--- src/rtl/ef_i2s_tx_pkg.sv ---
// Shared constants and the sample-alignment helper for the ef_i2s_tx transmitter.
package ef_i2s_pkg;

  localparam logic [1:0]  CH_LEFT   = 2'b10;
  localparam logic [1:0]  CH_RIGHT  = 2'b01;
  localparam logic [1:0]  CH_STEREO = 2'b11;
  localparam int unsigned SLOT_BITS = 32;
  localparam logic        WS_LEFT   = 1'b0;

  // Left shift that moves an LSB-aligned sample of 'size' bits up to the slot MSB.
  // A size of 0 (or anything beyond a full slot) means a full 32-bit sample.
  function automatic logic [4:0] msb_align_shift(input logic [5:0] size);
    if (size == 6'd0 || size >= 6'(SLOT_BITS)) return 5'd0;
    return 5'(6'(SLOT_BITS) - size);
  endfunction

endpackage

--- src/rtl/ef_i2s_tx_if.sv ---
// Host-side FIFO bus of the I2S transmitter: push/flush controls and level status.
interface ef_i2s_tx_if #(
  parameter int DW = 32,
  parameter int AW = 4
);

  logic          fifo_wr;
  logic [DW-1:0] fifo_wdata;
  logic          fifo_clr;
  logic          fifo_full;
  logic          fifo_empty;
  logic [AW:0]   fifo_level;
  logic [AW:0]   fifo_level_threshold;
  logic          fifo_level_below;

  modport master (
    output fifo_wr, fifo_wdata, fifo_clr, fifo_level_threshold,
    input  fifo_full, fifo_empty, fifo_level, fifo_level_below
  );

  modport slave (
    input  fifo_wr, fifo_wdata, fifo_clr, fifo_level_threshold,
    output fifo_full, fifo_empty, fifo_level, fifo_level_below
  );

endinterface

--- src/rtl/ef_i2s_tx_fifo.sv ---
// Synchronous first-word-fall-through sample FIFO with level, full/empty and flush.
module i2s_tx_fifo #(
  parameter int DW = 32,
  parameter int AW = 4
) (
  input  logic          i_clk,
  input  logic          i_rst,
  input  logic          i_clr,
  input  logic          i_wr,
  input  logic [DW-1:0] i_wdata,
  input  logic          i_rd,
  output logic [DW-1:0] o_rdata,
  output logic          o_full,
  output logic          o_empty,
  output logic [AW:0]   o_level
);

  localparam logic [AW:0] DEPTH = {1'b1, {AW{1'b0}}};

  logic [DW-1:0] r_mem [2**AW];
  logic [AW-1:0] r_wptr;
  logic [AW-1:0] r_rptr;
  logic [AW:0]   r_level;
  logic          w_do_rd;
  logic          w_do_wr;

  always_comb begin
    o_full  = (r_level == DEPTH);
    o_empty = (r_level == '0);
    o_level = r_level;
    o_rdata = r_mem[r_rptr];
    w_do_rd = i_rd && !o_empty;
    // A pop in the same cycle frees a slot, so a push into a full FIFO still lands.
    w_do_wr = i_wr && (!o_full || w_do_rd);
  end

  always_ff @(posedge i_clk or posedge i_rst) begin
    if (i_rst) begin
      r_wptr  <= '0;
      r_rptr  <= '0;
      r_level <= '0;
    end else if (i_clr) begin
      r_wptr  <= '0;
      r_rptr  <= '0;
      r_level <= '0;
    end else begin
      if (w_do_wr) r_wptr <= r_wptr + AW'(1);
      if (w_do_rd) r_rptr <= r_rptr + AW'(1);
      case ({w_do_wr, w_do_rd})
        2'b10:   r_level <= r_level + (AW+1)'(1);
        2'b01:   r_level <= r_level - (AW+1)'(1);
        default: r_level <= r_level;
      endcase
    end
  end

  always_ff @(posedge i_clk) begin
    if (w_do_wr && !i_clr) r_mem[r_wptr] <= i_wdata;
  end

endmodule

--- src/rtl/ef_i2s_tx.sv ---
// I2S master transmitter: SCK/WS generation, slot load control, MSB-first
// serializer and sticky underflow flag in front of a FWFT sample FIFO.
module ef_i2s_tx
  import ef_i2s_pkg::*;
#(
  parameter int DW = 32,
  parameter int AW = 4
) (
  input  logic       i_clk,
  input  logic       i_rst,
  input  logic       i_en,
  output logic       o_sck,
  output logic       o_ws,
  output logic       o_sdo,
  input  logic       i_left_justified,
  input  logic [5:0] i_sample_size,
  input  logic [7:0] i_sck_prescaler,
  input  logic [1:0] i_channels,
  output logic       o_underflow,
  input  logic       i_underflow_clr,
  ef_i2s_tx_if.slave bus
);

  logic [7:0]           r_presc;
  logic                 r_sck;
  logic                 r_ws;
  logic [4:0]           r_bit_ctr;
  logic [SLOT_BITS-1:0] r_shift;
  logic                 r_sdo_d;
  logic                 r_lj;
  logic                 r_underflow;

  logic                 w_tick;
  logic                 w_fall;
  logic                 w_slot_start;
  logic                 w_new_ws;
  logic                 w_slot_en;
  logic                 w_pop;
  logic                 w_uf_set;
  logic [SLOT_BITS-1:0] w_load;
  logic [DW-1:0]        w_rdata;
  logic                 w_full;
  logic                 w_empty;
  logic [AW:0]          w_level;

  i2s_tx_fifo #(.DW(DW), .AW(AW)) u_fifo (
    .i_clk   (i_clk),
    .i_rst   (i_rst),
    .i_clr   (bus.fifo_clr),
    .i_wr    (bus.fifo_wr),
    .i_wdata (bus.fifo_wdata),
    .i_rd    (w_pop),
    .o_rdata (w_rdata),
    .o_full  (w_full),
    .o_empty (w_empty),
    .o_level (w_level)
  );

  always_comb begin
    w_tick       = i_en && (r_presc == '0);
    w_fall       = w_tick && r_sck;
    w_slot_start = w_fall && (r_bit_ctr == '0);
    w_new_ws     = ~r_ws;
    w_slot_en    = |(i_channels & ((w_new_ws == WS_LEFT) ? CH_LEFT : CH_RIGHT));
    w_pop        = w_slot_start && w_slot_en && !w_empty;
    w_uf_set     = w_slot_start && w_slot_en && w_empty;
    w_load       = SLOT_BITS'(w_rdata << msb_align_shift(i_sample_size));
  end

  always_ff @(posedge i_clk or posedge i_rst) begin
    if (i_rst) begin
      r_presc   <= '0;
      r_sck     <= 1'b0;
      r_ws      <= 1'b1;
      r_bit_ctr <= '0;
      r_shift   <= '0;
      r_sdo_d   <= 1'b0;
      r_lj      <= 1'b0;
    end else if (!i_en) begin
      r_presc   <= '0;
      r_sck     <= 1'b0;
      r_ws      <= 1'b1;
      r_bit_ctr <= '0;
      r_shift   <= '0;
      r_sdo_d   <= 1'b0;
    end else begin
      if (w_tick) begin
        r_presc <= i_sck_prescaler;
        r_sck   <= ~r_sck;
      end else begin
        r_presc <= r_presc - 8'd1;
      end
      if (w_fall) begin
        r_bit_ctr <= r_bit_ctr + 5'd1;
        // I2S delay flop sees the pre-edge MSB, so a word's LSB spills into the next slot.
        r_sdo_d   <= r_shift[SLOT_BITS-1];
        if (w_slot_start) begin
          r_ws    <= w_new_ws;
          r_lj    <= i_left_justified;
          r_shift <= w_pop ? w_load : '0;
        end else begin
          r_shift <= {r_shift[SLOT_BITS-2:0], 1'b0};
        end
      end
    end
  end

  always_ff @(posedge i_clk or posedge i_rst) begin
    if (i_rst)                r_underflow <= 1'b0;
    else if (w_uf_set)        r_underflow <= 1'b1;
    else if (i_underflow_clr) r_underflow <= 1'b0;
  end

  always_comb begin
    o_sck                = r_sck;
    o_ws                 = r_ws;
    o_sdo                = r_lj ? r_shift[SLOT_BITS-1] : r_sdo_d;
    o_underflow          = r_underflow;
    bus.fifo_full        = w_full;
    bus.fifo_empty       = w_empty;
    bus.fifo_level       = w_level;
    bus.fifo_level_below = (w_level < bus.fifo_level_threshold);
  end

endmodule

--- src/flat_wrapper.sv ---
// flat-port wrapper written by rule: the top's interface ports become plain ports
module ef_i2s_tx_flat import ef_i2s_pkg::*;
#(
  parameter int DW = 32,
  parameter int AW = 4
)
  (i_clk, i_rst, i_en, o_sck, o_ws, o_sdo, i_left_justified, i_sample_size, i_sck_prescaler, i_channels, o_underflow, i_underflow_clr, bus_fifo_wr, bus_fifo_wdata, bus_fifo_clr, bus_fifo_level_threshold, bus_fifo_full, bus_fifo_empty, bus_fifo_level, bus_fifo_level_below);
  ef_i2s_tx_if #(.DW(DW), .AW(AW)) bus_i ();
  input  logic i_clk;
  input  logic i_rst;
  input  logic i_en;
  output logic o_sck;
  output logic o_ws;
  output logic o_sdo;
  input  logic i_left_justified;
  input  logic [5:0] i_sample_size;
  input  logic [7:0] i_sck_prescaler;
  input  logic [1:0] i_channels;
  output logic o_underflow;
  input  logic i_underflow_clr;
  input wire logic [$bits(bus_i.fifo_wr)-1:0] bus_fifo_wr;
  input wire logic [$bits(bus_i.fifo_wdata)-1:0] bus_fifo_wdata;
  input wire logic [$bits(bus_i.fifo_clr)-1:0] bus_fifo_clr;
  input wire logic [$bits(bus_i.fifo_level_threshold)-1:0] bus_fifo_level_threshold;
  output wire logic [$bits(bus_i.fifo_full)-1:0] bus_fifo_full;
  output wire logic [$bits(bus_i.fifo_empty)-1:0] bus_fifo_empty;
  output wire logic [$bits(bus_i.fifo_level)-1:0] bus_fifo_level;
  output wire logic [$bits(bus_i.fifo_level_below)-1:0] bus_fifo_level_below;
  assign bus_i.fifo_wr = bus_fifo_wr;
  assign bus_i.fifo_wdata = bus_fifo_wdata;
  assign bus_i.fifo_clr = bus_fifo_clr;
  assign bus_i.fifo_level_threshold = bus_fifo_level_threshold;
  assign bus_fifo_full = bus_i.fifo_full;
  assign bus_fifo_empty = bus_i.fifo_empty;
  assign bus_fifo_level = bus_i.fifo_level;
  assign bus_fifo_level_below = bus_i.fifo_level_below;
  ef_i2s_tx #(.DW(DW), .AW(AW)) u_core (.i_clk(i_clk), .i_rst(i_rst), .i_en(i_en), .o_sck(o_sck), .o_ws(o_ws), .o_sdo(o_sdo), .i_left_justified(i_left_justified), .i_sample_size(i_sample_size), .i_sck_prescaler(i_sck_prescaler), .i_channels(i_channels), .o_underflow(o_underflow), .i_underflow_clr(i_underflow_clr), .bus(bus_i));
endmodule
--- config.mk ---
export PLATFORM = sky130hd
export DESIGN_NAME = ef_i2s_tx_flat
export DESIGN_NICKNAME = d
export VERILOG_FILES = /design/src/rtl/ef_i2s_tx_pkg.sv /design/src/rtl/ef_i2s_tx_if.sv /design/src/rtl/ef_i2s_tx_fifo.sv /design/src/rtl/ef_i2s_tx.sv /design/src/flat_wrapper.sv
export SDC_FILE = /design/constraint.sdc
export NUM_CORES = 1
export LEC_CHECK = 0
export ABC_AREA = 1
export BUFFER_PORTS_ARGS = -buffer_cell sky130_fd_sc_hd__buf_2
export CORE_MARGIN = 2
export CORE_UTILIZATION = 45
export DETAILED_ROUTE_END_ITERATION = 7
export PLACE_DENSITY_LB_ADDON = 0.08
export SETUP_SLACK_MARGIN = 0.3
export SLEW_MARGIN = 25
export SYNTH_ARGS = -nofsm -noshare
export SYNTH_HDL_FRONTEND = slang
export SYNTH_SLANG_ARGS = --single-unit
--- constraint.sdc ---
create_clock -name i_clk -period 8.3 [get_ports i_clk]
set_input_delay 0.415 -clock i_clk [delete_from_list [all_inputs] [get_ports i_clk]]
set_output_delay 0.415 -clock i_clk [all_outputs]
set_load 0.02 [all_outputs]
==> results.sh <==
export IMPL_ctsResizeCount=0
export IMPL_n_antenna_cell=0
export IMPL_r2r_start="u_core.r_presc[0]$_DFF_PP0_"
export IMPL_worst_r2r_path_depth=15
export IMPL_hp_class="in -> async"
export IMPL_cap_violations=0
export IMPL_cpMaxStageDelayCell="nor3_2"
export IMPL_grt_pass1_wl_mm=108
export IMPL_syn_num_nets=2563
export IMPL_fin_crit_sh=0.560
export IMPL_coreArea_mm2=0.0563
export IMPL_p_per_area_mw_per_mm2=223
export IMPL_rsz0062_at_grt="false"
export IMPL_grt_busiest_layer="met2"
export IMPL_dp_hpwl_mm=41.6
export IMPL_setup_ws_ps=3650
export IMPL_ys_top_cells_by_area="edfxtp_1 (60%), nand2_1 (9.6%), nand3_1 (9.5%), dfrtp_1 (6.1%), nor2_1 (3.3%)"
export IMPL_globalRouteTotalUtil=0.242
export IMPL_yosysTopAreaCell="edfxtp_1"
export IMPL_cts_tree="done"
export IMPL_worst_slew_pin_slew_ps=965
export IMPL_ios=72
export IMPL_arrival_ps=4900
export IMPL_final_min_clock_period_ps=4650
export IMPL_route_detailed_drc=0
export IMPL_vias=18200
export IMPL_reg2reg_slack_ps=3650
export IMPL_cts_root_buf="clkbuf_16"
export IMPL_slew_violations=0
export IMPL_peakVddDrop_mv=0.202
export IMPL_setup_viol=0
export IMPL_nFillCells=5093
export IMPL_port_buffers=71
export IMPL_grtUsageMet2=0.377
export IMPL_antenna_found_initial=0
export IMPL_finalClockSkew_ps=34.2
export IMPL_yosys_warnings=0
export IMPL_outcome="finished clean"
export IMPL_final_util=0.508
export IMPL_crit_chain="inv_1 > ha_1 > nand2_1 > nor4_4 > nand3_2 > inv_2 > nand2_2 > nor2_2 > nand2_1 > a21oi_2 > inv_2 > nor2_4 > inv_2 > nor3_2 > buf_4"
export IMPL_synth_cells=2485
export IMPL_synthArstFlopShare=0.110
export IMPL_die_w_um=242
export IMPL_cts_made_buffers=61
export IMPL_synth_seq_cells=575
export IMPL_grt_overflow=0
export IMPL_use_met3=0.0346
export IMPL_seq_area_frac_synth=0.663
export IMPL_wirelength_mm=71.4
export IMPL_cp_end_kind="flop"
export IMPL_layout_nets=2604
export IMPL_place_congestion=0.870
export IMPL_ant_nets=0
export IMPL_die_area_mm2=0.0588
export IMPL_area_growth_pct=11.8
export IMPL_synth_area_mm2=0.0256
export IMPL_timing_max_slew_rel_slack=0.356
export IMPL_hold_viol_final=0
export IMPL_final_area_mm2=0.0286
export IMPL_leakagePower_uw=0.0112
export IMPL_fmax_mhz=215
export IMPL_first_pass_iters=8
export IMPL_die_height_um=242
export IMPL_path_clk_slew_ps=60
export IMPL_post_cts_buffers=0
export IMPL_slowest_delay_ps=560
export IMPL_wire_per_inst_um=21.4
export IMPL_start_util=0.455
export IMPL_post_place_ws_ps=3490
export IMPL_r2r_end="u_core.u_fifo.r_mem[14][24]$_DFFE_PP_"
export IMPL_grt_start_max_net_pins=169
export IMPL_critPathKind="reg -> reg"
export IMPL_cts_sinks=575
export IMPL_clk_path_buf_depth=3
export IMPL_drive_gt1_frac=0.0989
export IMPL_drt_iter0_drc=1734
export IMPL_avgSynthCellArea_um2=10.3
export IMPL_synth_ff_type="edfxtp_1"
export IMPL_row_count=87
export IMPL_htreeDepth=2
export IMPL_synth_top_cell_area_share=0.601
export IMPL_synth_cell_types=45
export IMPL_synth_edf_count=512
export IMPL_grt_pass1_vias=17100
export IMPL_grt_util_met1=0.355
export IMPL_place_area_mm2=0.0267
export IMPL_viasPerCell=5.46
export IMPL_fin_setup_tns_ps=0
export IMPL_crit_fanout=25
export IMPL_total_power_uw=6380
export IMPL_crit_path_start_kind="flop"
export IMPL_cp_common_cell="inv_2"
export IMPL_clkLatencyLatePin_ps=640
export IMPL_cp_required_ps=8550
==> power by group <==
part | leakage [uW] | switching (uW) | internal [uW] | total (uW)
clock network | 0.000957 | 1140 | 1500 | 2640
logic | 0.00480 | 365 | 146 | 511
registers | 0.00547 | 31.6 | 3200 | 3230
total | 0.0112 | 1530 | 4850 | 6380
==> sequential cells by signal (all words and copies together) (netlist names) <==
name and cells:
u_core.o_sck 1, u_core.o_underflow 1, u_core.r_bit_ctr 5, u_core.u_fifo.o_level 5
u_core.r_presc 8, u_core.r_sdo_d 1, u_core.r_shift 32, u_core.u_fifo.r_rptr 4
u_core.u_fifo.r_wptr 4, u_core.o_ws 1, u_core.u_fifo.r_mem 512, u_core.r_lj 1
==> per-layer routing <==
layer	wire length [um]	vias to the layer above
li1	-	8602
met1	32600	8896
met2	32600	590
met3	4300	111
met4	1870	0
met5	0	-
==> synth_stat cells, types with 4 or more instances <==
cell type and count:
nand2_1 652, edfxtp_1 512, nand3_1 488, nor2_1 225, inv_1 152, nor3_1 77
buf_2 69, dfrtp_1 62, clkbuf_1 43, o21ai_0 34, a22oi_1 24, a21oi_1 23
ha_1 17, o21ai_1 17, inv_2 10, buf_4 9, nand4_1 9, buf_1 7
xor2_1 6, buf_6 5, o211ai_1 5, or2_2 4, xnor2_1 4
==> worst max-delay path by stage <==
stage                     cells after the start                   startpoint                                    end
after floorplan                              14  u_core.r_presc[0]$_DFF_PP0_   u_core.u_fifo.r_mem[10][0]$_DFFE_PP_
after global placement                       15  u_core.r_presc[0]$_DFF_PP0_   u_core.u_fifo.r_mem[1][21]$_DFFE_PP_
after detailed placement                     15  u_core.r_presc[0]$_DFF_PP0_   u_core.u_fifo.r_mem[1][27]$_DFFE_PP_
after CTS                                    15  u_core.r_presc[0]$_DFF_PP0_   u_core.u_fifo.r_mem[1][21]$_DFFE_PP_
after global routing                         13  u_core.r_presc[0]$_DFF_PP0_  u_core.u_fifo.r_mem[15][27]$_DFFE_PP_
final                                        15  u_core.r_presc[0]$_DFF_PP0_  u_core.u_fifo.r_mem[14][24]$_DFFE_PP_
==> layout by cell type, fill, tap and decap left out, types with 2 or more instances in the layout <==
master	n
clkinv_1	15
nand2_2	3
or2_2	4
nand3_1	488
ha_1	17
mux2_2	2
edfxtp_1	512
xor2_1	6
nand4_1	9
buf_12	3
xnor2_1	4
clkbuf_16	61
nor3_1	64
clkbuf_1	11
inv_6	4
o21ai_1	17
buf_4	36
inv_2	11
bufinv_16	5
o21ai_0	34
clkinv_2	21
nand3_2	2
nor2_4	7
nor2_1	220
dfrtp_1	60
a21oi_1	23
o22ai_1	2
o31ai_1	2
nor3_2	12
inv_1	151
nor2_2	3
a22oi_1	24
nand2_1	651
o211ai_1	5
buf_2	71
==> worst max-delay path: cells and delay by family (launching register included) <==
kind	cells	cell delay [ps]
flip-flops	1	380
adder cells (fa/ha/maj)	1	160
AND/OR/NAND/NOR	8	2160
buffers and inverters	5	1170
AO/OA/AOI/OAI	1	370
==> cells by family (layout without fill, tap and decap cells) <==
group                      after synthesis  count (layout)  share of synthesized area
AOI/OAI and AO/OA                      113             113                     0.0260
xor gates and xnor gates                10              10                    0.00342
adders and majority gates               18              18                    0.00910
buffers and inverters                  299             392                     0.0502
DFF                                    575             575                      0.663
muxes                                    2               2                   0.000880
and+or+nand+nor                       1468            1468                      0.248
==> cell type report <==
| class | instances | area (um^2) | share of cell area |
|---|---|---|---|
| Inverter | 166 | 629 | 0.0220 |
| Clock buffer | 72 | 1570 | 0.0548 |
| Timing Repair Buffer | 111 | 696 | 0.0243 |
| Tap cell | 756 | 946 | 0.0331 |
| Multi-Input combinational cell | 1611 | 7450 | 0.261 |
| Sequential cell | 575 | 17000 | 0.593 |
| Clock inverter | 43 | 353 | 0.0123 |
==> through the flow <==
| step | hold slack, ps | instances |
|---|---|---|
| after floorplan | 437 | 2485 |
| after global placement | 467 | 3217 |
| after detailed placement | 465 | 3218 |
| after CTS | 4.62 | 3334 |
| after global routing | 32.4 | 3334 |
| final | 22.7 | 3334 |
==> repair_timing <==
action,CTS,global route
hold buffers,1,0
hold endpoints to repair,1,0
endpoints found under the setup margin,0,0
Power figures use the tool's default switching activity.
